===== config.mk =====
export PLATFORM = sky130hd
export DESIGN_NAME = axi_lite_reg_slave
export DESIGN_NICKNAME = d
export VERILOG_FILES = /design/src/rtl/axi_lite_reg_slave.sv
export SDC_FILE = /design/constraint.sdc
export NUM_CORES = 1
export LEC_CHECK = 0
export ABC_AREA = 0
export BUFFER_PORTS_ARGS = -buffer_cell sky130_fd_sc_hd__clkbuf_2
export CELL_PAD_IN_SITES_DETAIL_PLACEMENT = 0
export CELL_PAD_IN_SITES_GLOBAL_PLACEMENT = 1
export CORE_MARGIN = 8
export CORE_UTILIZATION = 44
export DETAILED_ROUTE_END_ITERATION = 10
export HOLD_SLACK_MARGIN = 0.12
export PLACE_DENSITY = 0.78
export SLEW_MARGIN = 20
export SYNTH_ARGS = -nofsm -noshare
export SYNTH_HDL_FRONTEND = slang
export SYNTH_SLANG_ARGS = --single-unit

===== constraint.sdc =====
create_clock -name ACLK -period 2.9 [get_ports ACLK]
set_clock_uncertainty 0.2 [all_clocks]
set_input_delay 0.58 -clock ACLK [delete_from_list [all_inputs] [get_ports ACLK]]
set_output_delay 0.58 -clock ACLK [all_outputs]
set_load 0.02 [all_outputs]

===== src/rtl/axi_lite_reg_slave.sv =====
// ============================================================================
// axi_lite_reg_slave
// ----------------------------------------------------------------------------
// AXI4-Lite slave register bank. It terminates the AXI-Lite bus and holds
// NUM_REGS read/write control registers. The contents of every register are
// exported to the core logic on reg_out.
//
// Write path: AW and W are accepted independently, in either order or on the
// same edge. Each channel is parked in a holding register until its partner
// arrives. The write commits on the edge where both halves are present. One
// B response is then issued, and both channels stay closed until that
// response has been taken by the master.
//
// Read path: an accepted AR is answered on the same edge. RDATA/RRESP are
// registered from the pre-edge register contents. Only one read can be
// outstanding at a time.
//
// Addresses at or beyond NUM_REGS*4 get SLVERR. Such a write leaves the bank
// untouched, and such a read returns zero.
//
// Parameters
//   ADDR_WIDTH : width of AWADDR / ARADDR
//   DATA_WIDTH : data width, 32 or 64
//   NUM_REGS   : number of registers, power of two, >= 2
//
// Ports
//   ACLK, ARESETn                  : clock, asynchronous active-low reset
//   AWADDR/AWVALID/AWREADY         : write address channel
//   WDATA/WSTRB/WVALID/WREADY      : write data channel
//   BRESP/BVALID/BREADY            : write response channel
//   ARADDR/ARVALID/ARREADY         : read address channel
//   RDATA/RRESP/RVALID/RREADY      : read data channel
//   reg_out                        : register i at [i*DATA_WIDTH +: DATA_WIDTH]
// ============================================================================
module axi_lite_reg_slave #(
    parameter int ADDR_WIDTH = 32,
    parameter int DATA_WIDTH = 32,
    parameter int NUM_REGS   = 8
) (
    input  logic                           ACLK,
    input  logic                           ARESETn,

    input  logic [ADDR_WIDTH-1:0]          AWADDR,
    input  logic                           AWVALID,
    output logic                           AWREADY,

    input  logic [DATA_WIDTH-1:0]          WDATA,
    input  logic [DATA_WIDTH/8-1:0]        WSTRB,
    input  logic                           WVALID,
    output logic                           WREADY,

    output logic [1:0]                     BRESP,
    output logic                           BVALID,
    input  logic                           BREADY,

    input  logic [ADDR_WIDTH-1:0]          ARADDR,
    input  logic                           ARVALID,
    output logic                           ARREADY,

    output logic [DATA_WIDTH-1:0]          RDATA,
    output logic [1:0]                     RRESP,
    output logic                           RVALID,
    input  logic                           RREADY,

    output logic [NUM_REGS*DATA_WIDTH-1:0] reg_out
);

    localparam int STRB_WIDTH = DATA_WIDTH / 8;
    localparam int IDX_WIDTH  = $clog2(NUM_REGS);

    // First byte address past the register bank
    localparam logic [ADDR_WIDTH-1:0] ADDR_LIMIT = ADDR_WIDTH'(NUM_REGS * 4);

    localparam logic [1:0] RESP_OKAY   = 2'b00;
    localparam logic [1:0] RESP_SLVERR = 2'b10;

    // ------------------------------------------------------------------
    // State
    // ------------------------------------------------------------------
    logic                     rst_done;

    logic                     aw_held;
    logic [ADDR_WIDTH-1:0]    aw_addr_q;
    logic                     w_held;
    logic [DATA_WIDTH-1:0]    w_data_q;
    logic [STRB_WIDTH-1:0]    w_strb_q;

    logic                     bvalid_q;
    logic [1:0]               bresp_q;

    logic                     rvalid_q;
    logic [DATA_WIDTH-1:0]    rdata_q;
    logic [1:0]               rresp_q;

    logic [DATA_WIDTH-1:0]    regs [NUM_REGS];

    // ------------------------------------------------------------------
    // Handshakes and write-merge signals
    // ------------------------------------------------------------------
    logic                     aw_ready;
    logic                     w_ready;
    logic                     ar_ready;
    logic                     aw_hs;
    logic                     w_hs;
    logic                     ar_hs;
    logic                     commit;

    logic [ADDR_WIDTH-1:0]    wr_addr;
    logic [DATA_WIDTH-1:0]    wr_data;
    logic [STRB_WIDTH-1:0]    wr_strb;
    logic                     wr_in_range;
    logic [IDX_WIDTH-1:0]     wr_idx;

    logic                     rd_in_range;
    logic [IDX_WIDTH-1:0]     rd_idx;
    logic [DATA_WIDTH-1:0]    rd_word;

    // The readies depend only on internal state, never on VALID. This keeps
    // the slave free of any VALID-before-READY dependency.
    assign aw_ready = rst_done & ~aw_held & ~bvalid_q;
    assign w_ready  = rst_done & ~w_held  & ~bvalid_q;
    assign ar_ready = rst_done & ~rvalid_q;

    assign aw_hs = AWVALID & aw_ready;
    assign w_hs  = WVALID  & w_ready;
    assign ar_hs = ARVALID & ar_ready;

    // A commit needs both halves. Each half may come from its holding
    // register or from a handshake on this same edge.
    assign commit = (aw_held | aw_hs) & (w_held | w_hs);

    // While a channel is held its READY is low, so no new handshake can
    // collide with the held copy. The mux picks whichever source exists.
    always_comb begin
        wr_addr = aw_held ? aw_addr_q : AWADDR;
        wr_data = w_held  ? w_data_q  : WDATA;
        wr_strb = w_held  ? w_strb_q  : WSTRB;
    end

    assign wr_in_range = (wr_addr < ADDR_LIMIT);
    assign wr_idx      = wr_addr[IDX_WIDTH+1:2];

    assign rd_in_range = (ARADDR < ADDR_LIMIT);
    assign rd_idx      = ARADDR[IDX_WIDTH+1:2];
    assign rd_word     = rd_in_range ? regs[rd_idx] : '0;

    // ------------------------------------------------------------------
    // Reset-release flag: holds every READY low until the first clock edge
    // after ARESETn deasserts.
    // ------------------------------------------------------------------
    always_ff @(posedge ACLK or negedge ARESETn) begin
        if (!ARESETn) begin
            rst_done <= 1'b0;
        end else begin
            rst_done <= 1'b1;
        end
    end

    // ------------------------------------------------------------------
    // AW / W holding registers. Once the write commits, both flags clear,
    // including any flag that was only about to be set on that edge.
    // ------------------------------------------------------------------
    always_ff @(posedge ACLK or negedge ARESETn) begin
        if (!ARESETn) begin
            aw_held   <= 1'b0;
            aw_addr_q <= '0;
            w_held    <= 1'b0;
            w_data_q  <= '0;
            w_strb_q  <= '0;
        end else if (commit) begin
            aw_held <= 1'b0;
            w_held  <= 1'b0;
        end else begin
            if (aw_hs) begin
                aw_held   <= 1'b1;
                aw_addr_q <= AWADDR;
            end
            if (w_hs) begin
                w_held   <= 1'b1;
                w_data_q <= WDATA;
                w_strb_q <= WSTRB;
            end
        end
    end

    // ------------------------------------------------------------------
    // Write response. BRESP is captured at commit and then frozen until the
    // master accepts it.
    // ------------------------------------------------------------------
    always_ff @(posedge ACLK or negedge ARESETn) begin
        if (!ARESETn) begin
            bvalid_q <= 1'b0;
            bresp_q  <= RESP_OKAY;
        end else if (commit) begin
            bvalid_q <= 1'b1;
            bresp_q  <= wr_in_range ? RESP_OKAY : RESP_SLVERR;
        end else if (bvalid_q && BREADY) begin
            bvalid_q <= 1'b0;
        end
    end

    // ------------------------------------------------------------------
    // Register bank with per-byte-lane update. Lanes whose strobe is clear
    // keep their value, so a zero strobe is a legal no-op write.
    // ------------------------------------------------------------------
    always_ff @(posedge ACLK or negedge ARESETn) begin
        if (!ARESETn) begin
            for (int i = 0; i < NUM_REGS; i++) begin
                regs[i] <= '0;
            end
        end else if (commit && wr_in_range) begin
            for (int b = 0; b < STRB_WIDTH; b++) begin
                if (wr_strb[b]) begin
                    regs[wr_idx][b*8 +: 8] <= wr_data[b*8 +: 8];
                end
            end
        end
    end

    // ------------------------------------------------------------------
    // Read response. rd_word samples the bank before this edge's update.
    // A read colliding with a commit to the same register therefore
    // returns the old value.
    // ------------------------------------------------------------------
    always_ff @(posedge ACLK or negedge ARESETn) begin
        if (!ARESETn) begin
            rvalid_q <= 1'b0;
            rdata_q  <= '0;
            rresp_q  <= RESP_OKAY;
        end else if (ar_hs) begin
            rvalid_q <= 1'b1;
            rdata_q  <= rd_word;
            rresp_q  <= rd_in_range ? RESP_OKAY : RESP_SLVERR;
        end else if (rvalid_q && RREADY) begin
            rvalid_q <= 1'b0;
        end
    end

    // ------------------------------------------------------------------
    // Outputs
    // ------------------------------------------------------------------
    assign AWREADY = aw_ready;
    assign WREADY  = w_ready;
    assign ARREADY = ar_ready;
    assign BVALID  = bvalid_q;
    assign BRESP   = bresp_q;
    assign RVALID  = rvalid_q;
    assign RDATA   = rdata_q;
    assign RRESP   = rresp_q;

    // Flatten the bank for the core logic
    for (genvar g = 0; g < NUM_REGS; g++) begin : g_reg_out
        assign reg_out[g*DATA_WIDTH +: DATA_WIDTH] = regs[g];
    end

endmodule


# ---- Word level (Yosys, flattened, before mapping)
# Index checks and enable logic that the tools add are counted.
dict set report word_totals {
  register_bits 365
  input_bits 107
  out_inout_bits 297
  wordCells 88
}
dict set report op_classes {
  order_cmp 5
  muxes 36
  bitwise_logic 18
  n_reduce_logical 10
}
# cell n
set op_table {}
lappend op_table {{$mux W256} 7}
lappend op_table {{$bwmux W256} 4}
lappend op_table {{$demux W32 S3} 4}
lappend op_table {{$mux W32} 6}
lappend op_table {{$bmux W32 S3} 1}
lappend op_table {{$lt A32 B6 Y1 const B} 2}
lappend op_table {{$mux W24} 1}
lappend op_table {{$mux W16} 1}
lappend op_table {{$and A1 B1 Y1} 9}
lappend op_table {{$ge A4 B4 Y1 const B} 2}
lappend op_table {{$mux W1} 8}
lappend op_table {{$mux W8} 1}
lappend op_table {{$not A3 Y4} 2}
lappend op_table {{$reduce_bool A2 Y1} 4}
lappend op_table {{$not A1 Y1} 5}
lappend op_table {{$logic_and A1 B1 Y1} 4}
lappend op_table {{$lt A4 B1 Y1 const B} 1}
lappend op_table {{$mux W2} 2}
lappend op_table {{$mux W4} 1}
lappend op_table {{$reduce_and A2 Y1} 2}
lappend op_table {{$or A1 B1 Y1} 2}

# ---- Logic depth before layout (Yosys ltp)
# Gate-level depths: netlist (run 1).
dict set report logic_depth {
  depth_word 17
  mapped_depth 8
  ltp_nobuf 5
}

# ---- Least setup slack after synthesis (run 1)
# OpenSTA, ideal clock, no wires.
dict set report synth_timing {
  path_type {input to register}
  startpoint {in AWADDR[16]}
  endpoint {reg regs, in the netlist reg_out[43]}
  setup_ps 125
  arrival_time_ps 2171
  t_required_ps 2575
  slack_ps 404
  path_stages 5
  n_path_buf 0
  cell_sequence {nor4_1 > nand2_2 > a211oi_4 > nand3_4 > mux2_4}
}
dict set report synth_via {
  elab_chain_len 3
}
# item line_no
set synth_lines {}
lappend synth_lines {{start: declaration} 43} ;# input logic [ADDR_WIDTH-1:0] AWADDR,
lappend synth_lines {{$mux W32} 135} ;# wr_addr = aw_held ? aw_addr_q : AWADDR;
lappend synth_lines {{$lt A32 B6 Y1} 140} ;# assign wr_in_range = (wr_addr < ADDR_LIMIT);
lappend synth_lines {{$logic_and A1 B1 Y1} 211} ;# end else if (commit && wr_in_range) begin
lappend synth_lines {{end signal: indexed assignment} 214} ;# regs[wr_idx][b*8 +: 8] <= wr_data[b*8 +: 8];
lappend synth_lines {{end: declaration} 95} ;# logic [DATA_WIDTH-1:0] regs [NUM_REGS];
# No other way between the ends.
# A chain may end at the register's enable or synchronous reset.

# ---- Worst setup path after layout (run 1)
dict set report layout_timing {
  startpoint {in AWADDR[12]}
  endpoint {reg regs, in the netlist reg_out[97]}
}
# Same word-level chain as after synthesis.

==> run metrics, run 1 <==
initial antenna violation count=4; Initial DRC Count=508; Yosys cell types=49; Max Cap Viol=0; required time of the critical path=3.09 ns; Remaining Overflow, GRT=0; Post-synth EDFFs=0; Vias=11,300; RSZ-0062 raised after global routing=no; vias in the first global route=12,300; Placed Area=19,600 sq um; Rows=70; Yosys top cell area share=0.551; post-detail-place hpwl=37.0 mm; Cell Area, Synth=16,400 sq um; largest family of logic cells by synthesized area=multiplexers; CP most frequent cell=buf_12; worst slew pin tran=0.708 ns; Final period util=0.975; gate count of the mapped netlist=1,040; PD cells=596 nW/um^2; crit path launch type=primary input; share of cells above drive strength 1=0.611; H-tree depth=2; first-pass GRT wire length=79.2 mm; Seq/Total Area, Yosys=0.551; Non-Filler Instances=2,048; worst-path cell chain=dlygate4sd3_1 > clkbuf_2 > nor4_2 > nand4_1 > a22oi_2 > buf_4 > buf_12 > nand3_2 > buf_12 > mux2_1; WS Path Type=primary input to flop; TritonCTS Buffers=39; post-synthesis simple-gate area fraction=0.0535; fin crit period=2.83 ns; P&R area growth vs syn=30.9%; worst-skew pair later-pin latency=0.51 ns; Total Routed Length=52.0 mm; post-synthesis mux area share=0.357; Fin. Hold Viols=0; drt drc=0; Critical Path Max Stage Delay=0.55 ns; Starting Density=0.448; drt wl/cell=25.4 um; type of the worst min-delay path=primary input to flop; DRT antenna net count=0; largest fanout on the critical path=15; root buffer cell=clkbuf_16; Most used DFF post-synth=dfrtp_1; Worst-path clk slew=0.06 ns; number of port buffers=397; Bufs on Longest Clock Path=3; xor and xnor area share after synthesis=0; die area=43,700 sq um; Post-Syn Area per Cell=15.8 sq um; Arrival @ worst endpoint=3.02 ns; Nets=1,664; number of iterations in the first detailed-routing pass=4; Slowest cell on crit path=dlygate4sd3_1; Horiz. Die Dim=209 um; Leak=10.9 nW; CP Capture Type=flop; GPL Wtd Cong=0.817; drt via density=5.52; Top Ports=404; Vert. Die Dim=209 um; met3 Usage GRT=0.0585; Placed Instances=1,923; YS warnings=0; met1 Usage GRT=0.306; status=finished, final reports clean; Final Power=12.8 mW; achievable frequency=0.354 GHz; clock sinks=361; CTS tree=done; largest net degree at the start of global routing=65; Synth Area in Compound Gates=0.0244; Area contributors post-synth=dfrtp_1 (55%), mux2_2 (22%), mux4_2 (8.8%); Max VDD drop=0.518 mV; core area=36,600 sq um; Synth Register Bits=361; fin area=21,500 sq um; normalized max-slew margin=0.514; GRT Max-Usage Layer=met2; count of final max-slew check failures=0; Finish-stage setup viols=0; adder-cell area share of the yosys netlist=0; GR Util All Layers=0.234; Synth area leader=dfrtp_1; met2 usage=0.389; ys async rst share=1.00
-- registers in the layout, summed over array words and instances, names as in the netlist --
| register | cells |
|---|---|
| BRESP | 1 |
| BVALID | 1 |
| RDATA | 32 |
| RRESP | 1 |
| RVALID | 1 |
| aw_addr_q | 30 |
| aw_held | 1 |
| reg_out | 256 |
| rst_done | 1 |
| w_data_q | 32 |
| w_held | 1 |
| w_strb_q | 4 |
-- synth_stat cells (4+ instances only) --
| library cell | number |
|---|---|
| inv_1 | 5 |
| mux2_1 | 19 |
| nor2_2 | 4 |
| nor4_1 | 15 |
| nor3_1 | 4 |
| mux2i_1 | 37 |
| a211oi_2 | 4 |
| dfrtp_1 | 361 |
| nand4_2 | 4 |
| o21ai_0 | 34 |
| mux2_4 | 9 |
| clkbuf_1 | 20 |
| nand2_1 | 35 |
| mux2_2 | 327 |
| nor2_1 | 10 |
| nand3_2 | 19 |
| buf_2 | 12 |
| nand3_4 | 9 |
| mux4_2 | 64 |
| buf_1 | 6 |
-- routing by layer --
layer | part of all wire | routed length [um] | vias to the layer above
li1 | - | - | 4950
met1 | 0.42 | 21900 | 5900
met2 | 0.49 | 25400 | 385
met3 | 0.068 | 3550 | 77
met4 | 0.023 | 1180 | 2
met5 | 0.00025 | 13 | -
-- repair_timing --
item,in CTS,in global routing
hold endpoints to repair,106,1
setup endpoints to repair,0,256
hold buffers,57,1
resized for setup,0,1
setup buffers,0,2
-- cell families (layout without fill, tap and decap cells) --
group                  Yosys count  count (layout)
buffers and inverters           48             586
other                            2               4
muxes                          456             456
DFF                            361             361
AOI/OAI and AO/OA               53              53
and+or+nand+nor                120             120
-- final timing paths --
path	cells after the start	startpoint	endpoint	slack (ns)
min in group asynchronous	2	ARESETn	aw_addr_q[14]$_DFFE_PN0P_	0.41
worst min register to register	2	RDATA[7]$_DFFE_PN0P_	RDATA[7]$_DFFE_PN0P_	0.28
worst max register to register	8	aw_held$_DFFE_PN0P_	reg_out[97]$_DFFE_PN0P_	0.21
worst max-delay path	10	AWADDR[12]	reg_out[97]$_DFFE_PN0P_	0.07
max in group asynchronous	4	ARESETn	reg_out[36]$_DFFE_PN0P_	1.19
worst min-delay path	2	WDATA[8]	w_data_q[8]$_DFFE_PN0P_	0.14
-- report_power, final --
part           internal (mW)  leakage [nW]  switching, mW  total, mW
clock network           2.84         0.588           1.94       4.77
registers               5.53          4.90          0.270       5.80
logic                  0.977          5.42           1.23       2.21
total                   9.34          10.9           3.44       12.8
-- through the flow --
step	utilization	hold slack (ns)	setup TNS [ns]	worst slack, ns
after global placement	0.536	0.262	0	0.0151
after CTS	0.584	0.120	0	0.0117
after detailed placement	0.536	0.271	-0.00715	-0.00715
final	0.586	0.144	0	0.0735
after global routing	0.586	0.125	0	0.000803
after floorplan	-	0.0844	0	0.404
-- cells in the final DEF (no fill, tap or decap), types with 31 or more instances in the layout --
cell	n
clkbuf_2	394
dfrtp_1	360
mux2_2	327
mux4_2	64
dlygate4sd3_1	58
clkbuf_16	42
mux2i_1	37
nand2_1	34
o21ai_0	34
buf_4	33
buf_12	31
-- worst max-delay path: cells and delay by family --
| kind | cells | cell delay (ns) |
|---|---|---|
| muxes | 1 | 0.31 |
| and+or+nand+nor | 3 | 0.66 |
| buffers and inverters | 5 | 1.23 |
| AOI/OAI and AO/OA | 1 | 0.21 |
-- layout make-up --
cell class / count / area [sq um]
flip-flops and latches: 361 / 9030
repair buffers: 518 / 3460
well taps: 468 / 586
diodes: 1 / 2.50
inverters: 5 / 18.8
fillers: 2949 / 15200
clock inverters: 3 / 42.5
clock buffers: 60 / 1170
multi-input cells: 632 / 7140
No activity file was read; power rests on OpenSTA's default activity.
==> run 2, diff against run 1 <==
Settings changed: REMOVE_ABC_BUFFERS set to 1.
==> run 2 against run 1 <==
- first-iteration DRC count rose by 4.5%
- clock power is 2% higher
- combinational power rose by 2%
- worst hold slack gained 0.0094 ns
- sequential share of layout area decreased by 0.18 points
- clock-buffer cell count increased by 1
- fmax fell by 0.46%
- routed wire length shrank 0.79%
- utilization is 0.27 points higher
- via count is 0.71% higher
- critical endpoint is now reg_out[76]$_DFFE_PN0P_
==> run metrics, run 2 (synthesized netlist as in run 1, its figures left out) <==
crit path launch type=primary input; GR Util All Layers=0.233; r2r worst-path depth=8; required time of the critical path=3.12 ns; worst slew pin tran=0.590 ns; DRT antenna net count=0; clock sinks=361; Critical Path End=reg_out[76]$_DFFE_PN0P_; Initial DRC Count=531; achievable frequency=0.352 GHz; Vert. Die Dim=209 um; post-detail-place hpwl=35.2 mm; Non-Filler Instances=2,064; RSZ-0062 raised after global routing=no; worst reg2reg path endpoint=reg_out[98]$_DFFE_PN0P_; Worst-path clk slew=0.06 ns; core area=36,600 sq um; drt wl/cell=25.0 um; final worst slack=0.0606 ns; Max VDD drop=0.420 mV; Max Cap Viol=0; status=finished, final reports clean; number of port buffers=397; root buffer cell=clkbuf_16; Final Core Density=0.589; largest fanout on the critical path=8; normalized max-slew margin=0.607; TritonCTS Buffers=40; worst reg-to-reg setup slack=0.26 ns; Rows=70; die area=43,700 sq um; PD cells=599 nW/um^2; largest net degree at the start of global routing=73; CP Capture Type=flop; worst-skew pair later-pin latency=0.54 ns; type of the worst min-delay path=primary input to flop; Horiz. Die Dim=209 um; fin area=21,500 sq um; initial antenna violation count=7; FF+latch area=9040 sq um; Bufs on Longest Clock Path=3; pre-CTS WS=0.0351 ns; H-tree depth=2; Fin. Hold Viols=0; Placed Instances=1,924; Final TNS setup=0 ns; max reg flops=256; Finish-stage setup viols=0; worst r2r src=aw_held$_DFFE_PN0P_; share of cells above drive strength 1=0.610; filler cell count=2,927; vias in the first global route=12,300; GPL Wtd Cong=0.858; Starting Density=0.448; area of the multi-input gates=7130 sq um; Top Ports=404; first-pass GRT wire length=78.1 mm; drt via density=5.52; P&R area growth vs syn=31.5%; Final Power=12.9 mW; Arrival @ worst endpoint=3.05 ns; count of final max-slew check failures=0; Nets=1,673; Remaining Overflow, GRT=0; CTS tree=done; Total Routed Length=51.6 mm; Placed Area=19,600 sq um; Final period util=0.979; fin crit period=2.84 ns; Leak=10.9 nW; WS Path Type=primary input to flop; commonest non-fill, non-tap cell in the layout=clkbuf_2; drt drc=0; crit path launch=AWADDR[16]; hold_ws=0.153 ns; Vias=11,400; number of iterations in the first detailed-routing pass=4; commonest non-fill, non-tap cells in the layout=clkbuf_2 (394), dfrtp_1 (359), mux2_2 (327), mux4_2 (64), dlygate4sd3_1 (64)
[run 2: how the worst min path moves through the flow]
stage          cells past startpoint                   from                   endpoint
2_1_floorplan                      0                ARESETn       BRESP[1]$_DFFE_PN0P_
3_3_place_gp                       2  RDATA[24]$_DFFE_PN0P_      RDATA[24]$_DFFE_PN0P_
3_5_place_dp                       2   RDATA[5]$_DFFE_PN0P_       RDATA[5]$_DFFE_PN0P_
4_1_cts                            2              AWADDR[4]   aw_addr_q[4]$_DFFE_PN0P_
5_1_grt                            2             AWADDR[18]  aw_addr_q[18]$_DFFE_PN0P_
6_report                           2              AWADDR[2]   aw_addr_q[2]$_DFFE_PN0P_
[run 2: what timing repair did]
action                                 4_1_cts  5_1_grt
setup endpoints to repair                    0      225
hold buffers                                64        0
gates resized for setup                      0        1
endpoints found under the hold margin      117        0
setup buffers                                0        3
[run 2: critical path, stage by stage]
cell and delay [ns]:
dlygate4sd3_1 0.54, clkbuf_2 0.14, nor4_1 0.37, nand2_2 0.14, buf_4 0.22, a211oi_4 0.29
buf_4 0.19, nand3_4 0.21, mux2_4 0.37
[run 2: report_power, final]
group	internal, mW	switching (mW)
clock network	2.87	2.00
logic	1.00	1.25
registers	5.53	0.274
[run 2: layout make-up]
cell class | instances | area share
antenna | 3 | 0.000348
clock buffer | 61 | 0.0543
tap | 468 | 0.0272
multi-input combinational | 632 | 0.331
inverter | 5 | 0.000871
sequential | 361 | 0.419
clock inverter | 8 | 0.00343
timing repair buffer | 526 | 0.164
[run 2: per-layer routing]
layer | global-route usage | routed length, um
met1 | 0.290 | 20900
met2 | 0.389 | 25600
met3 | 0.0717 | 3880
met4 | 0.0666 | 1200
met5 | 0 | 46
